`config.mk`:
```
export PLATFORM = sky130hd
export DESIGN_NAME = mctrl_ws
export DESIGN_NICKNAME = d
export VERILOG_FILES = /design/src/rtl/mctrl_ws.sv
export SDC_FILE = /design/constraint.sdc
export NUM_CORES = 1
export LEC_CHECK = 0
export CAP_MARGIN = 20
export CORE_UTILIZATION = 38
export DETAILED_ROUTE_END_ITERATION = 12
export GPL_ROUTABILITY_DRIVEN = 0
export PLACE_DENSITY_LB_ADDON = 0.08
export SLEW_MARGIN = 20
export SYNTH_ARGS = -nofsm -noshare
export SYNTH_HDL_FRONTEND = slang
export SYNTH_SLANG_ARGS = --single-unit
```
`constraint.sdc`:
```
create_clock -name clk -period 2.95 [get_ports clk]
set_clock_uncertainty 0.15 [all_clocks]
set_input_delay 0.885 -clock clk [delete_from_list [all_inputs] [get_ports clk]]
set_output_delay 0.885 -clock clk [all_outputs]
set_load 0.01 [all_outputs]
```
`src/rtl/mctrl_ws.sv`:
```
// Multi-cycle MIPS control unit with memory wait states, optional timeout,
// extended opcodes, optional overflow trap and a sticky error state.
module mctrl_ws #(
  parameter int WAIT_LIMIT  = 15,
  parameter bit TRAP_ON_OVF = 1'b1,
  parameter bit ENABLE_EXT  = 1'b1
) (
  input  logic        clk,
  input  logic        reset,
  input  logic [31:0] Inst_in,
  input  logic        zero,
  input  logic        overflow,
  input  logic        MIO_ready,
  output logic        MemRead,
  output logic        MemWrite,
  output logic        CPU_MIO,
  output logic        IorD,
  output logic        IRWrite,
  output logic        RegWrite,
  output logic        ALUSrcA,
  output logic        PCWrite,
  output logic        PCWriteCond,
  output logic        Branch,
  output logic [1:0]  RegDst,
  output logic [1:0]  MemtoReg,
  output logic [1:0]  ALUSrcB,
  output logic [1:0]  PCSource,
  output logic [2:0]  ALU_operation,
  output logic [4:0]  state_out,
  output logic        exc_ovf,
  output logic        err
);

  localparam int CW = (WAIT_LIMIT > 0) ? $clog2(WAIT_LIMIT + 1) : 1;
  localparam logic [CW-1:0] LIMIT_CNT = CW'(WAIT_LIMIT);

  typedef enum logic [4:0] {
    S_IF = 5'd0, S_ID = 5'd1, S_MA = 5'd2, S_MEM_RD = 5'd3, S_LW_WB = 5'd4,
    S_MEM_WR = 5'd5, S_RX = 5'd6, S_RX_WB = 5'd7, S_BR = 5'd8, S_J = 5'd9,
    S_IX = 5'd10, S_IX_WB = 5'd11, S_LUI = 5'd12, S_JAL = 5'd13, S_JR = 5'd14,
    S_ERR = 5'd15
  } state_t;

  state_t        state_q;
  state_t        id_next;
  logic [CW-1:0] cnt_q;
  logic [CW-1:0] cnt_d;

  logic [5:0] opcode;
  logic [5:0] funct;
  logic [2:0] rx_op;
  logic [2:0] ix_op;
  logic       rx_legal;
  logic       rx_addsub;
  logic       is_addi;
  logic       trap_rx;
  logic       trap_ix;
  logic       wait_state;
  logic       timeout;
  logic       unused_ok;

  assign opcode    = Inst_in[31:26];
  assign funct     = Inst_in[5:0];
  assign is_addi   = (opcode == 6'b001000);
  assign unused_ok = &{1'b0, zero, Inst_in[25:6]};

  always_comb begin
    id_next = S_ERR;
    case (opcode)
      6'b100011, 6'b101011: id_next = S_MA;
      6'b000000:            id_next = (funct != 6'b001000) ? S_RX : (ENABLE_EXT ? S_JR : S_ERR);
      6'b000100:            id_next = S_BR;
      6'b000101:            id_next = ENABLE_EXT ? S_BR : S_ERR;
      6'b000010:            id_next = S_J;
      6'b000011:            id_next = ENABLE_EXT ? S_JAL : S_ERR;
      6'b001000, 6'b001010: id_next = S_IX;
      6'b001100, 6'b001101: id_next = ENABLE_EXT ? S_IX : S_ERR;
      6'b001111:            id_next = ENABLE_EXT ? S_LUI : S_ERR;
      default:              id_next = S_ERR;
    endcase
  end

  always_comb begin
    rx_op     = 3'b000;
    rx_legal  = 1'b1;
    rx_addsub = 1'b0;
    case (funct)
      6'b100000: begin rx_op = 3'b010; rx_addsub = 1'b1; end
      6'b100010: begin rx_op = 3'b110; rx_addsub = 1'b1; end
      6'b100100: rx_op = 3'b000;
      6'b100101: rx_op = 3'b001;
      6'b100110: begin rx_op = 3'b011; rx_legal = ENABLE_EXT; end
      6'b100111: begin rx_op = 3'b100; rx_legal = ENABLE_EXT; end
      6'b101010: rx_op = 3'b111;
      default:   rx_legal = 1'b0;
    endcase
  end

  always_comb begin
    case (opcode)
      6'b001010: ix_op = 3'b111;
      6'b001100: ix_op = 3'b000;
      6'b001101: ix_op = 3'b001;
      default:   ix_op = 3'b010;
    endcase
  end

  assign trap_rx    = TRAP_ON_OVF && rx_addsub && overflow;
  assign trap_ix    = TRAP_ON_OVF && is_addi && overflow;
  assign wait_state = (state_q == S_IF) || (state_q == S_MEM_RD) || (state_q == S_MEM_WR);
  assign timeout    = (WAIT_LIMIT != 0) && !MIO_ready && (cnt_q == LIMIT_CNT);
  assign cnt_d      = cnt_q + 1'b1;

  // The counter idles at zero outside memory states, so every entry starts clean.
  always_ff @(posedge clk or negedge reset) begin
    if (!reset) begin
      state_q <= S_IF;
      cnt_q   <= '0;
    end else begin
      if (wait_state && !MIO_ready && !timeout) cnt_q <= cnt_d;
      else                                      cnt_q <= '0;
      case (state_q)
        S_IF:     state_q <= MIO_ready ? S_ID : (timeout ? S_ERR : S_IF);
        S_ID:     state_q <= id_next;
        S_MA:     state_q <= (opcode == 6'b101011) ? S_MEM_WR : S_MEM_RD;
        S_MEM_RD: state_q <= MIO_ready ? S_LW_WB : (timeout ? S_ERR : S_MEM_RD);
        S_MEM_WR: state_q <= MIO_ready ? S_IF : (timeout ? S_ERR : S_MEM_WR);
        S_RX:     state_q <= !rx_legal ? S_ERR : (trap_rx ? S_IF : S_RX_WB);
        S_IX:     state_q <= trap_ix ? S_IF : S_IX_WB;
        S_ERR:    state_q <= S_ERR;
        default:  state_q <= S_IF;
      endcase
    end
  end

  always_comb begin
    MemRead = 1'b0; MemWrite = 1'b0; CPU_MIO = 1'b0; IorD = 1'b0;
    IRWrite = 1'b0; RegWrite = 1'b0; ALUSrcA = 1'b0; PCWrite = 1'b0;
    PCWriteCond = 1'b0; Branch = 1'b0; RegDst = 2'b00; MemtoReg = 2'b00;
    ALUSrcB = 2'b00; PCSource = 2'b00; ALU_operation = 3'b000;
    exc_ovf = 1'b0; err = 1'b0;
    case (state_q)
      S_IF: begin
        MemRead = 1'b1; CPU_MIO = 1'b1; ALUSrcB = 2'b01; ALU_operation = 3'b010;
        IRWrite = MIO_ready; PCWrite = MIO_ready;
      end
      S_ID:     begin ALUSrcB = 2'b11; ALU_operation = 3'b010; end
      S_MA:     begin ALUSrcA = 1'b1; ALUSrcB = 2'b10; ALU_operation = 3'b010; end
      S_MEM_RD: begin MemRead = 1'b1; CPU_MIO = 1'b1; IorD = 1'b1; end
      S_LW_WB:  begin MemtoReg = 2'b01; RegWrite = 1'b1; end
      S_MEM_WR: begin MemWrite = 1'b1; CPU_MIO = 1'b1; IorD = 1'b1; end
      S_RX:     begin ALUSrcA = 1'b1; ALU_operation = rx_op; exc_ovf = trap_rx; end
      S_RX_WB:  begin RegDst = 2'b01; RegWrite = 1'b1; end
      S_BR: begin
        ALUSrcA = 1'b1; ALU_operation = 3'b110; PCSource = 2'b01;
        PCWriteCond = 1'b1; Branch = (opcode == 6'b000100);
      end
      S_J:      begin PCSource = 2'b10; PCWrite = 1'b1; end
      S_IX: begin
        ALUSrcA = 1'b1; ALUSrcB = 2'b10; ALU_operation = ix_op; exc_ovf = trap_ix;
      end
      S_IX_WB:  RegWrite = 1'b1;
      S_LUI:    begin MemtoReg = 2'b10; RegWrite = 1'b1; end
      S_JAL: begin
        RegDst = 2'b10; MemtoReg = 2'b11; RegWrite = 1'b1; PCSource = 2'b10; PCWrite = 1'b1;
      end
      S_JR:     begin PCSource = 2'b11; PCWrite = 1'b1; end
      S_ERR:    err = 1'b1;
      default:  err = 1'b0;
    endcase
  end

  assign state_out = state_q;

endmodule

```
==> metrics.md <==
| Metric | Value |
|---|---|
| Total GRT Usage | 24.91% |
| # DRC | 0 |
| Status | finished with violations |
| Worst-Margin Slew | 0.5339 ns |
| Synthesized area | 1096 um2 |
| Slowest library cell on the worst path | or3b_4 |
| Number of synthesized flops with an enable pin | 0 |
| LEAKAGE | 0.0009248 uW |
| CP delay by family, top | simple AND/OR/NAND/NOR gates |
| Port bufs | 42 |
| Crit path buf inv count | 3 |
| Hold depth | 1 |
| Reg2Reg Depth | 5 |
| Yosys top cell by area | dfrtp_1 |
| Cell chain of the critical path | buf_6 > or3b_4 > nor4_4 > buf_4 > a22o_1 > buf_2 |
| CP peak stage delay | 0.41 ns |
| Final period util | 102.0% |
| First-pass GRT wire length | 6.375 mm |
| Layout cells sized above 1 | 38.10% |
| Ys Warns | 0 |
| CTS Root Cell | clkbuf_4 |
| Startpoint Class | input pin |
| Worst-Skew Late Latency | 0.25 ns |
| First DRT Iteration DRCs | 57 |
| Vias | 1504 |
| Worst Setup Path Type | in -> out |
| Relative slew slack | 63.91% |
| Setup WS post-layout | -0.05809 ns |
| Failing checks | setup timing |
| Post-synthesis register bit count | 8 |
| Final setup viols | 3 |
| CORE AREA | 2734 um2 |
| Clk buf depth | 2 |
| Levels on crit path | 6 |
| Worst Setup SP | Inst_in[31] |
| Post-synthesis sequential area ratio | 18.26% |
| Layout area overhead | 79.00% |
| Depth of the CTS H-tree | 1 |
| Peak supply drop | 0.3493 mV |
| Nets | 271 |
| Die area | 3103 um2 |
| Post-Synthesis Cells | 157 |
| Total power | 289.8 uW |
| WL/cell | 14.88 um |
| Rows | 19 |
| Yosys cell types | 48 |
| Worst-path fanout max | 2 |
| Post-synth top area share | 18.26% |
| Synthesized Nets | 195 |
| Detail-routed via count per cell | 5.740 |
| CTS Hold Bufs | 0 |
| Setup TNS | -0.1239 ns |
| RSZ-0062 raised after global routing | yes |
| Hold Fails Final Rpt | 0 |
| Hold Path End | cnt_q[0] |
| Initial antenna violation count | 0 |
| Post-synth top cells | nor2_1, nand2_1, clkbuf_1, a21oi_1 |
| Routed wire length | 3.899 mm |
| Die W | 55.71 um |
| Synth async-reset ratio | 100.0% |
| TritonCTS Buffers | 3 |
| Clk sinks | 8 |
| R2r startpoint | state_out[1] |
| Hold Path Origin | cnt_q[0] |
| Starting density of the core | 40.09% |
| Total grt overflow | 0 |
| Count leader, synth | nor2_1 |
| Ys flop type | dfrtp_1 |
| Mean Syn Cell Area | 6.981 um2 |
| Largest net degree at the start of global routing | 16 |
| Final Max Slew Viols | 0 |
| Critical Path RT | 1.92 ns |
| Worst-path clk slew | 0.05 ns |
| CTS tree | done |
| # diodes | 0 |
| HP Class | reg -> reg |
| Antenna-violating nets left | 0 |
| Die height | 55.71 um |
| R2r endpoint | state_out[2] |
| Max cap viols | 0 |
| Synth top area cells | dfrtp_1, nor2_1, nand2b_1, a21oi_1, nand2_1 |
| Ports | 65 |
| Post-DP HPWL | 2.819 mm |
| R2R Setup Slk | 1.10 ns |
| Crit end category | output pin |
| Vias in the first global route | 1411 |
| Arrival time at the worst endpoint | 1.97 ns |
| Fin crit period | 3.008 ns |
| PwrDens | 147.7 nW/um2 |
| Highest clock rate | 332.4 MHz |
| DR pass1 iterations | 4 |
[worst reg2reg max path: stages (launching register included)]
cell and delay (ns):
dfrtp_2 0.46, buf_4 0.18, nand2b_2 0.24, a2111o_1 0.44, a21oi_1 0.15, a311o_1 0.16
[placed cells by master, fill, tap and decap left out, drive strengths merged, types with 3 or more instances in the layout]
cell	count
buf	53
nor2	24
clkdlybuf4s50	19
nand2	11
a21oi	9
o21ai	8
nand2b	8
dfrtp	8
inv	7
nor3	7
dlygate4sd2	6
dlymetal6s2s	5
and3	5
clkbuf	5
nand3	3
a311o	3
xnor2	3
a211oi	3
nor4	3
nor2b	3
or4	3
[power by group]
group	internal, uW	switching (uW)
combinational	50.5	46.9
clock	46.5	36.0
sequential	110	0
[stage by stage]
stage          hold WS (ns)  std cells  setup WS (ns)  area [um2]  utilization (%)
2_1_floorplan        0.2812        157        0.03021        1102                -
3_3_place_gp         0.2959        251        -0.9082        1760            64.39
3_5_place_dp         0.3073        251        -0.9298        1760            64.39
4_1_cts              0.3138        259        -0.1572        1856            67.87
5_1_grt              0.3433        262        -0.1018        1962            71.76
6_report             0.3213        262       -0.05809        1962            71.76
[worst max path at each step]
stage / endpoint / slack (ns)
6_report: exc_ovf / -0.06
5_1_grt: exc_ovf / -0.10
4_1_cts: exc_ovf / -0.16
3_5_place_dp: ALU_operation[1] / -0.93
3_3_place_gp: ALU_operation[0] / -0.91
2_1_floorplan: ALU_operation[1] / 0.03
[metal layers]
metal	vias up	share of wire [%]	GRT usage, %	wire length [um]
met1	703	44	34.16	1719
met2	73	48	40.62	1857
met5	-	0	0	0
li1	722	-	-	-
met4	0	0.92	6.071	36
met3	6	7.3	4.419	285
[area by class of cell]
class / count / area, um2
flip-flops and latches: 8 / 203.9
well taps: 31 / 38.79
repair buffers: 85 / 721.9
fillers: 222 / 772.0
clock buffers: 3 / 22.52
inverters: 7 / 26.28
multi-input cells: 128 / 948.4
[repair_timing]
| action | in CTS | in global routing |
|---|---|---|
| resized for setup | 72 | 24 |
| endpoints found under the hold margin | 0 | 0 |
| endpoints found under the setup margin | 9 | 11 |
| setup buffers | 5 | 3 |
| pin swaps | 11 | 6 |
[state kept, by name (all words and copies together) (netlist names)]
signal	flops
cnt_q	4
state_out	4
[kinds of logic after synthesis]
| logic type | share of synthesized area [%] |
|---|---|
| other | 0.3421 |
| flip-flops | 18.26 |
| buffers and inverters | 8.220 |
| AND/OR/NAND/NOR | 39.39 |
| adder cells (fa/ha/maj) | 1.141 |
| XOR/XNOR | 3.996 |
| AO/OA/AOI/OAI | 28.65 |
No activity file was read; power rests on OpenSTA's default activity.
